`src/rtl/coin_accept.sv`:
```
// Coin acceptor front end: credits coin pulses up to a cap, services buy/cancel,
// and launches coin_return with stable money/price until it reports done.
module coin_accept #(
    parameter int CREDIT_CAP   = 500,
    parameter int DONE_TIMEOUT = 2000
) (
    input  logic       clk,
    input  logic       reset,
    input  logic       coin_B,
    input  logic       coin_Q,
    input  logic       coin_D,
    input  logic       coin_N,
    input  logic       coin_P,
    input  logic       buy,
    input  logic [8:0] price_in,
    input  logic       cancel,
    input  logic       done,
    output logic [8:0] money,
    output logic [8:0] price,
    output logic       start,
    output logic       vend,
    output logic       reject,
    output logic       short,
    output logic       busy,
    output logic       err
);

    localparam int            WD_W    = $clog2(DONE_TIMEOUT + 1);
    localparam logic [WD_W-1:0] WD_LAST = WD_W'(DONE_TIMEOUT - 1);
    localparam logic [9:0]    CAP10   = 10'(CREDIT_CAP);

    typedef enum logic [1:0] {
        S_COLLECT,
        S_LAUNCH,
        S_WAIT
    } state_t;

    state_t          state_q, state_d;
    logic [8:0]      money_q, money_d;
    logic [8:0]      price_q, price_d;
    logic            start_q, start_d;
    logic            vend_q, vend_d;
    logic            reject_q, reject_d;
    logic            short_q, short_d;
    logic            busy_q, busy_d;
    logic            err_q, err_d;
    logic [WD_W-1:0] wdog_q, wdog_d;

    logic [2:0] coin_cnt;
    logic [9:0] coin_val;
    logic [9:0] sum;
    logic       any_coin;

    always_comb begin
        coin_cnt = {2'b00, coin_B} + {2'b00, coin_Q} + {2'b00, coin_D}
                 + {2'b00, coin_N} + {2'b00, coin_P};
        any_coin = (coin_cnt != 3'd0);
        // Only the most valuable coin of a simultaneous group is a credit candidate.
        if (coin_B)      coin_val = 10'd100;
        else if (coin_Q) coin_val = 10'd25;
        else if (coin_D) coin_val = 10'd10;
        else if (coin_N) coin_val = 10'd5;
        else if (coin_P) coin_val = 10'd1;
        else             coin_val = 10'd0;
        sum = {1'b0, money_q} + coin_val;
    end

    always_comb begin
        state_d  = state_q;
        money_d  = money_q;
        price_d  = price_q;
        start_d  = 1'b0;
        vend_d   = 1'b0;
        reject_d = 1'b0;
        short_d  = 1'b0;
        err_d    = err_q;
        wdog_d   = wdog_q;

        case (state_q)
            S_COLLECT: begin
                if (cancel) begin
                    price_d  = 9'd0;
                    state_d  = S_LAUNCH;
                    start_d  = 1'b1;
                    reject_d = any_coin;
                end else if (buy) begin
                    reject_d = any_coin;
                    if (money_q >= price_in) begin
                        price_d = price_in;
                        state_d = S_LAUNCH;
                        start_d = 1'b1;
                        vend_d  = 1'b1;
                    end else begin
                        short_d = 1'b1;
                    end
                end else if (any_coin) begin
                    if (sum <= CAP10) money_d = sum[8:0];
                    else              reject_d = 1'b1;
                    if (coin_cnt > 3'd1) reject_d = 1'b1;
                end
            end
            S_LAUNCH: begin
                state_d  = S_WAIT;
                wdog_d   = '0;
                reject_d = any_coin;
            end
            S_WAIT: begin
                reject_d = any_coin;
                if (done) begin
                    money_d = 9'd0;
                    price_d = 9'd0;
                    state_d = S_COLLECT;
                end else if (wdog_q == WD_LAST) begin
                    // coin_return never answered: abandon the transaction and flag it.
                    err_d   = 1'b1;
                    money_d = 9'd0;
                    price_d = 9'd0;
                    state_d = S_COLLECT;
                end else begin
                    wdog_d = wdog_q + 1'b1;
                end
            end
            default: state_d = S_COLLECT;
        endcase

        busy_d = (state_d != S_COLLECT);
    end

    always_ff @(posedge clk or posedge reset) begin
        if (reset) begin
            state_q  <= S_COLLECT;
            money_q  <= 9'd0;
            price_q  <= 9'd0;
            start_q  <= 1'b0;
            vend_q   <= 1'b0;
            reject_q <= 1'b0;
            short_q  <= 1'b0;
            busy_q   <= 1'b0;
            err_q    <= 1'b0;
            wdog_q   <= '0;
        end else begin
            state_q  <= state_d;
            money_q  <= money_d;
            price_q  <= price_d;
            start_q  <= start_d;
            vend_q   <= vend_d;
            reject_q <= reject_d;
            short_q  <= short_d;
            busy_q   <= busy_d;
            err_q    <= err_d;
            wdog_q   <= wdog_d;
        end
    end

    assign money  = money_q;
    assign price  = price_q;
    assign start  = start_q;
    assign vend   = vend_q;
    assign reject = reject_q;
    assign short  = short_q;
    assign busy   = busy_q;
    assign err    = err_q;

endmodule

```
`config.mk`:
```
export PLATFORM = sky130hd
export DESIGN_NAME = coin_accept
export DESIGN_NICKNAME = d
export VERILOG_FILES = /design/src/rtl/coin_accept.sv
export SDC_FILE = /design/constraint.sdc
export NUM_CORES = 1
export LEC_CHECK = 0
export BUFFER_PORTS_ARGS = -buffer_cell sky130_fd_sc_hd__buf_2
export CAP_MARGIN = 20
export CORE_ASPECT_RATIO = 0.9
export CORE_UTILIZATION = 51
export DETAILED_ROUTE_END_ITERATION = 8
export PLACE_DENSITY = 0.73
export RECOVER_POWER = 100
export SETUP_SLACK_MARGIN = 0.1
export SYNTH_ARGS = -nofsm -noshare
export SYNTH_HDL_FRONTEND = slang
export SYNTH_SLANG_ARGS = --single-unit
```
`constraint.sdc`:
```
create_clock -name clk -period 2.6 [get_ports clk]
set_input_delay 0.39 -clock clk [delete_from_list [all_inputs] [get_ports clk]]
set_output_delay 0.39 -clock clk [all_outputs]
set_load 0.02 [all_outputs]
```
# Word level (Yosys, flattened, before mapping)

Cells that the tools add are included.

Register bits after elaboration: 37
Latch bits: 0
Memory bits (writable): 0
Memory bits (read-only): 0
Input bits: 19
Output and inout bits: 24
Logic and storage cells: 83
Memories: 0

$add $sub $neg: 6
Multipliers: 0
Div/mod/pow operators: 0
Magnitude comparators: 3
Equal/unequal tests: 12
Shifts and indexed selects: 0
Muxes and demuxes: 41
Bitwise gates (word level): 1
Reductions and logical operators: 10

Operators by type and width:

| operator                | count |
|---|---|
| $mux W9                 | 9 |
| $pmux W9 S2             | 2 |
| $mux W11                | 2 |
| $pmux W11 S2            | 1 |
| $mux W1                 | 16 |
| $ne A2 B2 Y1 const B    | 6 |
| $add A11 B1 Y11 const B | 1 |
| $eq A11 B11 Y1 const B  | 1 |
| $add A9 B10 Y10         | 1 |
| $le A10 B9 Y1 const B   | 1 |
| $mux W2                 | 5 |
| $ge A9 B9 Y1            | 1 |
| $ne A3 B3 Y1 const B    | 3 |
| $mux W7                 | 1 |
| $add A3 B1 Y3           | 2 |
| $pmux W2 S3             | 1 |
| $reduce_and A3 Y1       | 2 |
| $reduce_and A6 Y1       | 1 |
| $reduce_bool A2 Y1      | 3 |
| $mux W5                 | 1 |
| $mux W4                 | 1 |
| $reduce_and A4 Y1       | 1 |
| $add A2 B1 Y3           | 1 |
| $gt A3 B1 Y1 const B    | 1 |
| 9 further kinds         | 9 |

# Logic depth before layout (Yosys ltp)

Gate-level depths: netlist of run 1.

Depth in word-level cells: 13
Depth in mapped cells: 12
Depth with buffers taken out: 12

# Worst setup path before layout of run 1

Ideal clock, no wire load.

Path type: input -> register
Start point: input port coin_B
End point: register money_q[2], in the netlist money[2]
Setup time: 0.125 ns
Arrival time: 2.821 ns
Required time: 2.475 ns
Setup slack: -0.346 ns
Cell stages on the path: 11
Buffers on the path: 0
Cells stage by stage: fa_1 inv_1 fa_1 inv_1 ha_1 nor3b_1 or3_1 a21oi_1 nand2_1 a31oi_4 mux2_4

Longest elaborated chain between the ends: 7
Elaborated cells on any way between the ends: 16
Classes of those cells: add/sub: 5; order compare: 1; eq/ne: 2; mux: 6; reduce/logical: 2

RTL lines:

| item                                                                     | RTL line | source |
|---|---|---|
| start: declaration                                                       | 9        | `input logic coin_B,` |
| $add A1 B1 Y2 / $mux W7 (equally long branches)                          | 55, 59   |  |
| $add A2 B1 Y3 / $add A9 B10 Y10 (equally long branches)                  | 55, 65   |  |
| $add A3 B1 Y3 / $mux W9 (equally long branches)                          | 56, 97   |  |
| $add A3 B1 Y3 / $mux W9 (equally long branches)                          | 56, 96   |  |
| $reduce_bool A3 Y1 / $mux W9 (equally long branches)                     | 57, 86   |  |
| $ne A2 B2 Y1 (no source line) / $mux W9 (equally long branches)          | -        |  |
| $reduce_and A6 Y1 (no source line) / $pmux W9 S2 (equally long branches) | -        |  |
| end signal: assignment                                                   | 143      | `money_q <= money_d;` |
| end: declaration                                                         | 39       | `logic [8:0] money_q, money_d;` |

Several ways; a longest one is shown, not always the timed one. The select of a mux whose other input is x is not followed.
A chain may end at the register's enable or synchronous reset.

# Worst setup path in the final report of run 1

Start point: input port coin_B
End point: register money_q[1], in the netlist money[1]

The elaborated chain is that of the path after synthesis.

==> flow_summary_export.csv, run 1 <==
group,metric,value,unit
drt,drt_pass_1_iters,4,
synthesis,ys_dominant_reg_cell,"sky130_fd_sc_hd__dfrtp_1",
critical_path,worstPathMaxFanout,7,
drt,drcViolationCount,0,
sta,report.final.slew_viol_count,38,
synthesis,synth_cell_types,56,
synthesis,post_synth_and_or_nand_nor_area_fraction,18.5,%
cells_and_area,nNetsFinal,406,
synthesis,ys_async_sr_fraction,100,%
synthesis,synth.most_common_cell,"sky130_fd_sc_hd__dfrtp_1",
placement,placed_area,0.00319,sq mm
drt,post_drt_via_cell_ratio,5.57,
die,design.core.area,0.00492,sq mm
clock_tree,cts.sink_count,37,
power,cell_internal_pwr,0.00205,W
sta,relative_slew_slack,-29.0,%
sta,post-route-worst-setup-slack,-0.114,ns
critical_path,cp.required,2.78,ns
critical_path,arrival,2.90,ns
power,post-layout-total-power,0.00369,W
die,die_h,70.4,um
critical_path,end_kind,"register",
job,cap_viol_max_count,1,
run_status,violations_in_the_final_reports,"capacitance limit, slew limit, setup timing",
clock_tree,cts_buf_count,5,
die,num_rows,24,
cells_and_area,fin_cells,424,
synthesis,synthDominantAreaCellType,"sky130_fd_sc_hd__dfrtp_1",
synthesis,ys.warnings.count,0,
sta,hold-worst-slack,0.322,ns
clock_tree,tritoncts,"built",
cells_and_area,num_antenna_cells,0,
drt,first_iter_violations,213,
die,initial_utilization,53.8,%
synthesis,synth_top_cells_by_area,"sky130_fd_sc_hd__dfrtp_1 (35%), sky130_fd_sc_hd__ha_1 (12%), sky130_fd_sc_hd__nor2_1 (3.8%)",
clock_tree,cts.reportedPaths.clkPinSlew,0.07,ns
power,sequentialPowerShare,24.0,%
synthesis,number_of_enable_flip_flop_cells_after_synthesis,0,
cells_and_area,drive_gt1_share,30.4,%
synthesis,synth.net_count,315,
run_status,result_of_the_run,"finished, violations left",
global_route,vias_in_the_first_global_route,2340,
die,die_x,78.0,um
global_route,gr-usage-all-layers,25.3,%
clock_tree,h-tree-depth,2,
placement,detailedPlacementHpwl,4740,um
placement,portBuffers,42,
synthesis,yosys.area.top_type_share,34.9,%
synthesis,post_synth_most_frequent_cells,"sky130_fd_sc_hd__dfrtp_1 (37), sky130_fd_sc_hd__nor2_1 (27), sky130_fd_sc_hd__ha_1 (25)",
synthesis,syn_inst,268,
drt,route.detailed.wl_per_inst,16.1,um
synthesis,multiplexer_area_fraction_after_synthesis,3.97,%
power,power-per-cell-area,1060,mW/mm^2
sta,tightest_slew,1.94,ns
synthesis,synth_top_family_by_area,"compound AO/OA/AOI/OAI gates",
cells_and_area,design_area,0.00349,sq mm
critical_path,worstPathCellList,"buf_8 -> fa_1 -> inv_1 -> fa_2 -> inv_2 -> ha_4 -> nor3b_4 -> or3_4 -> a21oi_4 -> nand2_2 -> a31oi_4 -> buf_12 -> mux2_4",
clock_tree,insertion_delay,0.30,ns
power,netSwitchingFraction,44.4,%
drt,vias,2362,
power,share_clk_of_total_power,11.4,%
synthesis,synth-xor-area-share,3.64,%
global_route,global_route.usage.met2,43.2,%
drt,totalWireLength,6810,um
sta,post-route-min-period,2.71,ns
cells_and_area,layout.area.seq,926,sq um
synthesis,post_synth_instance_area,0.00265,sq mm
sta,finalCritPeriodShare,104,%
global_route,grt_first_pass_wirelength,10700,um
sta,achievable-frequency,368,MHz
drt,drt.antenna.violating_nets,0,
die,die_area,0.00549,sq mm
clock_tree,cts_hold_buffers_added,0,
synthesis,synth_adder_area_share,14.1,%
sta,hold_viol,0,
global_route,grt_max_degree,38,
clock_tree,cts.path.max_buffers,2,
cells_and_area,n_fill_cell,420,
power,power.switching,0.00164,W
sta,grt_setup_unrepaired,"yes",
global_route,grt.met1_usage,33.1,%
synthesis,synth_seq_cells,37,
critical_path,worst-setup-path-type,"primary input to register",
min_path,hold_path_class,"primary input to register",
sta,totalNegativeSetupSlack,-0.731,ns
sta,finalSetupViolations,9,
global_route,antenna_found_initial,0,
cells_and_area,area_growth,31.8,%
power,part_of_the_total_power_dissipated_in_combinational_logic,64.6,%
critical_path,critPathLaunchType,"primary input",
global_route,grt_busiest_layer,"met2",
placement,routabilityCongestion,0.850,
synthesis,synth_compound_area_share,19.8,%
sta,setup_clock_skew_after_layout,0.00477,ns
clock_tree,clk_root_buffer_cell,"sky130_fd_sc_hd__clkbuf_8",
cells_and_area,multi_input_area,0.00175,sq mm
power,leakagePower,1.66,nW
critical_path,timing.critical_path.slowest_cell_delay,0.52,ns
critical_path,critPathSlowestCell,"sky130_fd_sc_hd__fa_1",
global_route,grt.met3_usage,3.53,%
synthesis,syn_avg_cell_area,9.89,sq um
synthesis,sequential_element_share_of_the_synthesized_area,34.9,%
critical_path,reg2reg_slack,-0.03,ns
power,peakVddDrop,0.000542,V
die,pin_count,43,
placement,dp.cells,408,
global_route,grt_overflow,0,
==> cells by family after synthesis <==
family,Yosys count
AOI/OAI and AO/OA,65
buffers and inverters,30
xor gates and xnor gates,11
DFF,37
adders and majority gates,28
and+or+nand+nor,89
muxes,8
==> layout make-up <==
class	instances	share of cell area [%]
clock buffer	6	2.36
multi-input combinational	201	50.0
timing repair buffer	90	16.0
inverter	24	2.58
sequential	37	26.5
clock inverter	1	0.215
tap	65	2.33
==> power by group through the flow <==
stage               Combinational (W)  Clock [W]  Sequential, W
detailed placement            0.00207          0       0.000873
CTS                           0.00225   0.000428       0.000868
global placement              0.00203          0       0.000865
finish                        0.00238   0.000422       0.000885
floorplan                     0.00121          0       0.000999
global route                  0.00257   0.000451       0.000900
==> sequential cells by signal (all words and copies together) (netlist names) <==
| register | flops |
|---|---|
| vend | 1 |
| wdog_q | 11 |
| state_q | 2 |
| reject | 1 |
| price | 9 |
| short | 1 |
| err | 1 |
| busy | 1 |
| start | 1 |
| money | 9 |
==> cells in the final DEF (no fill, tap or decap), drive strengths merged, types with 3 or more instances in the layout <==
cell | synthesis | routed
inv | 24 | 24
ha | 25 | 25
o2bb2ai | 3 | 3
xor2 | 7 | 7
nand2 | 13 | 13
a21oi | 13 | 13
xnor2 | 4 | 4
nor3 | 3 | 3
o21ai | 10 | 10
buf | 5 | 63
mux2i | 3 | 3
nor2b | 8 | 8
clkbuf | 1 | 33
and3 | 5 | 5
nor2 | 27 | 27
nor3b | 3 | 3
mux2 | 5 | 5
dfrtp | 37 | 37
a21o | 5 | 5
or3 | 5 | 5
nand2b | 6 | 6
fa | 3 | 3
nand4 | 3 | 3
a211oi | 4 | 4
a22o | 10 | 10
nand3 | 9 | 9
==> critical path: cells and delay by family <==
kind | cells | cell delay (ns)
adder cells (fa/ha/maj) | 3 | 1.00
AND/OR/NAND/NOR | 3 | 0.49
buffers and inverters | 4 | 0.37
multiplexers | 1 | 0.30
AO/OA/AOI/OAI | 2 | 0.33
==> through the flow <==
step / util [%] / setup WS, ns
6_report: 70.9 / -0.114
5_1_grt: 70.9 / -0.208
4_1_cts: 69.5 / -0.0478
3_5_place_dp: 64.8 / -0.506
3_3_place_gp: 64.8 / -0.437
2_1_floorplan: - / -0.270
==> path summary, 6_finish.rpt <==
kind	depth (start not counted)	endpoint	start
min	2	price[2]	price_in[2]
max in group asynchronous	3	wdog_q[9]	reset
min reg2reg	1	err	err
min in group asynchronous	3	price[4]	reset
max reg2reg	11	money[8]	money[1]
max	13	money[1]	coin_B
==> routing by layer <==
metal  vias to the layer above  routed length (um)  share of wire [%]
li1                       1137                   -                  -
met1                      1116                3020                 44
met2                        94                3300                 49
met3                        15                 348                5.1
met4                         0                 136                2.0
met5                         -                   0                  0
==> timing repair <==
item / 4_1_cts / 5_1_grt
cloned: 0 / 0
setup endpoints to repair: 10 / 19
hold endpoints to repair: 0 / 0
pin swaps: 8 / 7
resized for setup: 20 / 15
setup buffers: 5 / 5
Power figures use the tool's default switching activity.
==> run 2: changes to the inputs <==
--- a/config.mk
+++ b/config.mk
@@ -5,12 +5,13 @@
 export SDC_FILE = /design/constraint.sdc
 export NUM_CORES = 1
 export LEC_CHECK = 0
+export ABC_AREA = 1
 export BUFFER_PORTS_ARGS = -buffer_cell sky130_fd_sc_hd__buf_2
 export CAP_MARGIN = 20
 export CORE_ASPECT_RATIO = 0.9
-export CORE_UTILIZATION = 51
+export CORE_UTILIZATION = 52
 export DETAILED_ROUTE_END_ITERATION = 8
-export PLACE_DENSITY = 0.73
+export PLACE_DENSITY = 0.74
 export RECOVER_POWER = 100
 export SETUP_SLACK_MARGIN = 0.1
 export SYNTH_ARGS = -nofsm -noshare
==> flow_summary_export.csv, run 2 <==
group,metric,value,unit
global_route,gr-usage-all-layers,24.1,%
die,num_rows,24,
clock_tree,h-tree-depth,2,
die,initial_utilization,55.1,%
critical_path,worst-setup-path-type,"primary input to register",
sta,setup_clock_skew_after_layout,0.00522,ns
synthesis,sequential_element_share_of_the_synthesized_area,33.9,%
critical_path,cp.required,2.83,ns
sta,hold_viol,0,
sta,totalNegativeSetupSlack,0,ns
synthesis,number_of_enable_flip_flop_cells_after_synthesis,0,
critical_path,cp_top_family,"adder cells",
sta,grt_setup_unrepaired,"no",
placement,detailedPlacementHpwl,4740,um
synthesis,ys.warnings.count,0,
global_route,global_route.usage.met2,41.4,%
placement,place_worst_setup_slack,-0.151,ns
sta,post-route-min-period,2.37,ns
global_route,grt_max_degree,38,
synthesis,synth_top_cells_by_area,"sky130_fd_sc_hd__dfrtp_1 (34%), sky130_fd_sc_hd__nand2_1 (15%), sky130_fd_sc_hd__ha_1 (11%)",
clock_tree,cts_hold_buffers_added,0,
cells_and_area,layout.cells.most_common_list,"sky130_fd_sc_hd__nand2_1 (112), sky130_fd_sc_hd__inv_1 (68), sky130_fd_sc_hd__dfrtp_1 (37), sky130_fd_sc_hd__nor2_1 (33), sky130_fd_sc_hd__nand3_1 (30)",
cells_and_area,num_antenna_cells,0,
placement,portBuffers,42,
global_route,vias_in_the_first_global_route,2482,
synthesis,yosys.area.top_type_share,33.9,%
job,cap_viol_max_count,1,
global_route,grt_busiest_layer,"met2",
drt,drt.antenna.violating_nets,0,
sta,finalSetupViolations,0,
drt,post_drt_via_cell_ratio,5.14,
clock_tree,clk_root_buffer_cell,"sky130_fd_sc_hd__clkbuf_8",
global_route,antenna_found_initial,0,
synthesis,synthDominantAreaCellType,"sky130_fd_sc_hd__dfrtp_1",
global_route,grt.met3_usage,3.48,%
synthesis,ys_dominant_reg_cell,"sky130_fd_sc_hd__dfrtp_1",
sta,relative_slew_slack,-26.8,%
cells_and_area,n_fill_cell,459,
critical_path,timing.critical_path.slowest_cell_delay,0.52,ns
critical_path,worstPathCellList,"buf_2 -> fa_1 -> inv_1 -> fa_1 -> inv_1 -> ha_1 -> nor2_1 -> nand2_1 -> a21oi_1 -> nor3_2 -> buf_4 -> nand3_1 -> nand2_1",
power,peakVddDrop,0.000587,V
clock_tree,cts.reportedPaths.clkPinSlew,0.07,ns
drt,totalWireLength,6310,um
critical_path,critPathSlowestCell,"sky130_fd_sc_hd__fa_1",
die,die_h,70.7,um
synthesis,synth.net_count,429,
global_route,grt_overflow,0,
min_path,hold_path_class,"primary input to register",
clock_tree,cts_buf_count,5,
critical_path,arrival,2.60,ns
drt,drcViolationCount,0,
drt,vias,2701,
sta,report.final.slew_viol_count,38,
placement,routabilityCongestion,0.841,
cells_and_area,largest-register,"wdog_q",
cells_and_area,largest_register_ffs,11,
sta,hold-worst-slack,0.300,ns
power,power-per-cell-area,964,mW/mm^2
sta,tightest_slew,1.90,ns
critical_path,worstPathMaxFanout,9,
clock_tree,insertion_delay,0.29,ns
clock_tree,cts.path.max_buffers,2,
sta,post-route-worst-setup-slack,0.228,ns
synthesis,synth_cell_types,30,
cells_and_area,most_frequent_standard_cell_in_the_layout_excluding_fill_and_tap_cells,"sky130_fd_sc_hd__nand2_1",
run_status,result_of_the_run,"finished, violations left",
run_status,violations_in_the_final_reports,"capacitance limit, slew limit",
critical_path,number_of_buffers_and_inverters_on_the_critical_path,4,
critical_path,end_kind,"register",
synthesis,ys_async_sr_fraction,100,%
die,pin_count,43,
power,leakagePower,1.84,nW
clock_tree,tritoncts,"built",
die,die_area,0.00554,sq mm
drt,drt_pass_1_iters,4,
synthesis,syn_inst,382,
synthesis,post_synth_most_frequent_cells,"sky130_fd_sc_hd__nand2_1 (111), sky130_fd_sc_hd__inv_1 (67), sky130_fd_sc_hd__dfrtp_1 (37)",
cells_and_area,drive_gt1_share,15.9,%
critical_path,critPathLaunchType,"primary input",
clock_tree,cts.sink_count,37,
sta,achievable-frequency,422,MHz
drt,first_iter_violations,166,
drt,route.detailed.wl_per_inst,12.0,um
synthesis,synth_seq_cells,37,
global_route,grt.met1_usage,32.1,%
synthesis,post_synth_instance_area,0.00273,sq mm
global_route,grt_first_pass_wirelength,10600,um
synthesis,syn_avg_cell_area,7.14,sq um
die,design.core.area,0.00495,sq mm
sta,finalCritPeriodShare,91.2,%
die,die_x,78.4,um
cells_and_area,nNetsFinal,506,
cells_and_area,area_growth,21.9,%
synthesis,synth.most_common_cell,"sky130_fd_sc_hd__nand2_1",
run 2: cell types whose count changed after synthesis, sizes merged, moves of 6 or more:
| cell | previous run | this run |
|---|---|---|
| nand2 | 13 | 114 |
| inv | 24 | 68 |
| nand3 | 9 | 31 |
| a22o | 10 | 0 |
| o21ai | 10 | 20 |
| nor2 | 27 | 36 |
| a21oi | 13 | 21 |
| nor2b | 8 | 0 |
| nor3 | 3 | 10 |
| nand2b | 6 | 0 |
run 2: worst paths after layout:
| check | slack (ns) | start | cells after the start | end |
|---|---|---|---|---|
| min in group asynchronous | 0.77 | reset | 3 | price[8] |
| min reg2reg | 0.49 | err | 2 | err |
| max in group asynchronous | 0.73 | reset | 3 | wdog_q[2] |
| max | 0.23 | coin_B | 13 | money[8] |
| max reg2reg | 0.27 | money[2] | 14 | price[6] |
| min | 0.30 | done | 2 | err |
run 2: where the power goes:
part           leakage, nW  internal, W  switching, W
clock network       0.0585     0.000313      0.000200
registers            0.484     0.000739      0.000141
logic                 1.30     0.000663       0.00115
total                 1.84      0.00171       0.00149
run 2: logic make-up (layout without fill, tap and decap cells):
kind of cell,Yosys count,count (layout),share of synthesized area (%)
and+or+nand+nor,199,201,31.7
buffers and inverters,71,147,10.6
AOI/OAI and AO/OA,44,44,8.90
DFF,37,37,33.9
adders and majority gates,28,28,13.7
xor gates and xnor gates,3,3,1.24
run 2: what timing repair did:
| action | CTS | global route |
|---|---|---|
| setup endpoints to repair | 0 | 10 |
| gates resized for setup | 0 | 11 |
| buffers inserted | 0 | 2 |
run 2: layout make-up:
type	count	area [sq um]	area share (%)
well taps	65	81.3	2.45
multi-input cells	276	1560	46.8
clock inverters	1	30.0	0.903
inverters	68	255	7.67
repair buffers	71	389	11.7
flip-flops and latches	37	926	27.8
clock buffers	7	86.3	2.60
run 2: per-stage QoR:
step	cell area [sq um]	util (%)	total power (W)	instances
after floorplan	2730	-	0.00212	382
after global placement	3190	64.4	0.00263	513
after detailed placement	3190	64.4	0.00267	513
after CTS	3310	66.7	0.00319	521
after global routing	3330	67.1	0.00349	525
final	3330	67.1	0.00320	525
run 2: worst reg2reg max path: stages, from the launching register on:
cell,delay [ns]
sky130_fd_sc_hd__dfrtp_1,0.42
sky130_fd_sc_hd__buf_4,0.17
sky130_fd_sc_hd__ha_1,0.29
sky130_fd_sc_hd__a21oi_1,0.12
sky130_fd_sc_hd__o21ai_0,0.09
sky130_fd_sc_hd__nand2_1,0.06
sky130_fd_sc_hd__nand2_1,0.05
sky130_fd_sc_hd__nand2_1,0.06
sky130_fd_sc_hd__nand3_1,0.14
sky130_fd_sc_hd__nand2_1,0.12
sky130_fd_sc_hd__nand2_1,0.08
sky130_fd_sc_hd__o21ai_2,0.13
sky130_fd_sc_hd__clkbuf_2,0.32
sky130_fd_sc_hd__nand2_1,0.10
sky130_fd_sc_hd__o21ai_0,0.10
run 2: layer usage:
layer,share of wire (%),wire length [um],vias up
met3,4.5,283,8
met5,0,0,-
met2,48,3000,67
li1,-,-,1366
met1,47,2950,1260
met4,1.1,72,0
==> run 3: changes to the inputs <==
--- a/config.mk
+++ b/config.mk
@@ -9,6 +9,7 @@
 export BUFFER_PORTS_ARGS = -buffer_cell sky130_fd_sc_hd__buf_2
 export CAP_MARGIN = 20
 export CORE_ASPECT_RATIO = 0.9
+export CORE_MARGIN = 2
 export CORE_UTILIZATION = 52
 export DETAILED_ROUTE_END_ITERATION = 8
 export PLACE_DENSITY = 0.74
==> flow_summary_export.csv, run 3 (synthesis results as in run 2) <==
group,metric,value,unit
critical_path,worstPathCellList,"buf_2 -> clkbuf_2 -> a21oi_1 -> nor2_1 -> ha_1 -> nand2_1 -> nand2_1 -> nand2_1 -> nand2_1 -> nand2_1 -> nand2_1 -> nor2_1 -> nand2_1 -> nor2_1 -> nand2_1 -> nand2_1 -> nand2_2 -> buf_4 -> nand3_1 -> nand2_1",
clock_tree,cts.sink_count,37,
cells_and_area,most_frequent_standard_cell_in_the_layout_excluding_fill_and_tap_cells,"sky130_fd_sc_hd__nand2_1",
clock_tree,cts.path.max_buffers,2,
critical_path,number_of_buffers_and_inverters_on_the_critical_path,3,
sta,relative_slew_slack,-29.4,%
drt,drt_pass_1_iters,4,
placement,dp.cells,511,
drt,route.detailed.wl_per_inst,11.8,um
clock_tree,cts_buf_count,5,
critical_path,cp.required,2.78,ns
global_route,grt_max_degree,38,
clock_tree,tritoncts,"built",
die,die_area,0.00584,sq mm
cells_and_area,largest_register_ffs,11,
sta,totalNegativeSetupSlack,0,ns
global_route,gr-usage-all-layers,22.2,%
drt,totalWireLength,6180,um
run_status,violations_in_the_final_reports,"capacitance limit, slew limit",
power,peakVddDrop,0.000589,V
placement,routabilityCongestion,0.858,
die,die_h,72.7,um
critical_path,worst-setup-path-type,"primary input to register",
cells_and_area,nNetsFinal,502,
clock_tree,clk_root_buffer_cell,"sky130_fd_sc_hd__clkbuf_8",
clock_tree,h-tree-depth,2,
die,design.core.area,0.00516,sq mm
critical_path,critPathSlowestCell,"sky130_fd_sc_hd__ha_1",
sta,finalSetupViolations,0,
die,num_rows,25,
critical_path,crit_path_most_repeated_cell,"sky130_fd_sc_hd__nand2_1",
critical_path,worstPathMaxFanout,7,
sta,setup_clock_skew_after_layout,0.0109,ns
clock_tree,insertion_delay,0.30,ns
cells_and_area,n_fill_cell,488,
placement,portBuffers,42,
drt,first_iter_violations,121,
placement,place_worst_setup_slack,-0.169,ns
sta,post-route-worst-setup-slack,0.206,ns
sta,grt_setup_unrepaired,"no",
critical_path,cp_top_family,"simple AND/OR/NAND/NOR gates",
sta,post-route-min-period,2.39,ns
drt,drcViolationCount,0,
clock_tree,cts.reportedPaths.clkPinSlew,0.08,ns
critical_path,end_kind,"register",
cells_and_area,layout.cells.most_common_list,"sky130_fd_sc_hd__nand2_1 (111), sky130_fd_sc_hd__inv_1 (68), sky130_fd_sc_hd__dfrtp_1 (37), sky130_fd_sc_hd__nor2_1 (34), sky130_fd_sc_hd__nand3_1 (30)",
sta,hold-worst-slack,0.287,ns
sta,report.final.slew_viol_count,38,
critical_path,timing.critical_path.slowest_cell_delay,0.34,ns
drt,drt.antenna.violating_nets,0,
cells_and_area,num_antenna_cells,0,
power,post-layout-total-power,0.00325,W
cells_and_area,largest-register,"wdog_q",
critical_path,critPathLaunchType,"primary input",
global_route,antenna_found_initial,0,
global_route,grt_first_pass_wirelength,10100,um
job,cap_viol_max_count,1,
die,pin_count,43,
cells_and_area,fin_cells,523,
sta,achievable-frequency,418,MHz
power,leakagePower,1.84,nW
cells_and_area,area_growth,21.2,%
sta,hold_viol,0,
clock_tree,cts_hold_buffers_added,0,
placement,detailedPlacementHpwl,4940,um
drt,vias,2585,
global_route,vias_in_the_first_global_route,2367,
critical_path,reg2reg_slack,0.34,ns
sta,tightest_slew,1.94,ns
global_route,grt_overflow,0,
die,initial_utilization,52.9,%
min_path,hold_path_class,"primary input to register",
run_status,result_of_the_run,"finished, violations left",
cells_and_area,drive_gt1_share,15.4,%
drt,post_drt_via_cell_ratio,4.94,
die,die_x,80.4,um
power,power-per-cell-area,983,mW/mm^2
sta,finalCritPeriodShare,92.1,%
critical_path,arrival,2.58,ns
run 3: changes by cell type in the layout (fill, tap and decap cells not counted), sizes merged:
cell	previous run	this run
buf	45	42
bufinv	1	2
nand2	116	114
clkbuf	33	32
clkinv	0	1
run 3: what timing repair did:
action | 4_1_cts | 5_1_grt
setup endpoints to repair | 0 | 10
gates resized for setup | 0 | 8
buffers inserted | 0 | 4
run 3: power breakdown:
part	switching (W)	internal (W)	total [W]
sequential	0.000143	0.000739	0.000882
combinational	0.00114	0.000644	0.00178
clock	0.000207	0.000381	0.000588
total	0.00149	0.00176	0.00325
run 3: final cells by class:
type / count / area, sq um / area share [%]
flip-flops and latches: 37 / 926 / 28.0
well taps: 67 / 83.8 / 2.53
clock buffers: 5 / 68.8 / 2.08
multi-input cells: 274 / 1540 / 46.5
repair buffers: 69 / 372 / 11.2
clock inverters: 3 / 65.1 / 1.97
inverters: 68 / 255 / 7.72
run 3: routing by layer:
metal	up-vias	wire length (um)	part of all wire, %	global-route usage, %
li1	1347	-	-	-
met4	0	93	1.5	8.66
met3	7	285	4.6	3.22
met5	-	0	0	0
met1	1168	2940	48	29.8
met2	63	2860	46	36.4
run 3: path summary, 6_finish.rpt:
| path | from | endpoint | depth (start not counted) |
|---|---|---|---|
| setup / recovery | coin_B | money[8] | 20 |
| hold / removal | done | err | 2 |
| setup reg to reg | money[2] | price[2] | 13 |
| hold reg to reg | err | err | 2 |
| max in group asynchronous | reset | money[8] | 3 |
| min in group asynchronous | reset | money[2] | 3 |
run 3: per-stage QoR:
stage	cell area [sq um]	util, %
after floorplan	2730	-
after global placement	3160	61.3
after detailed placement	3160	61.3
after CTS	3300	63.9
after global routing	3310	64.1
final	3310	64.1
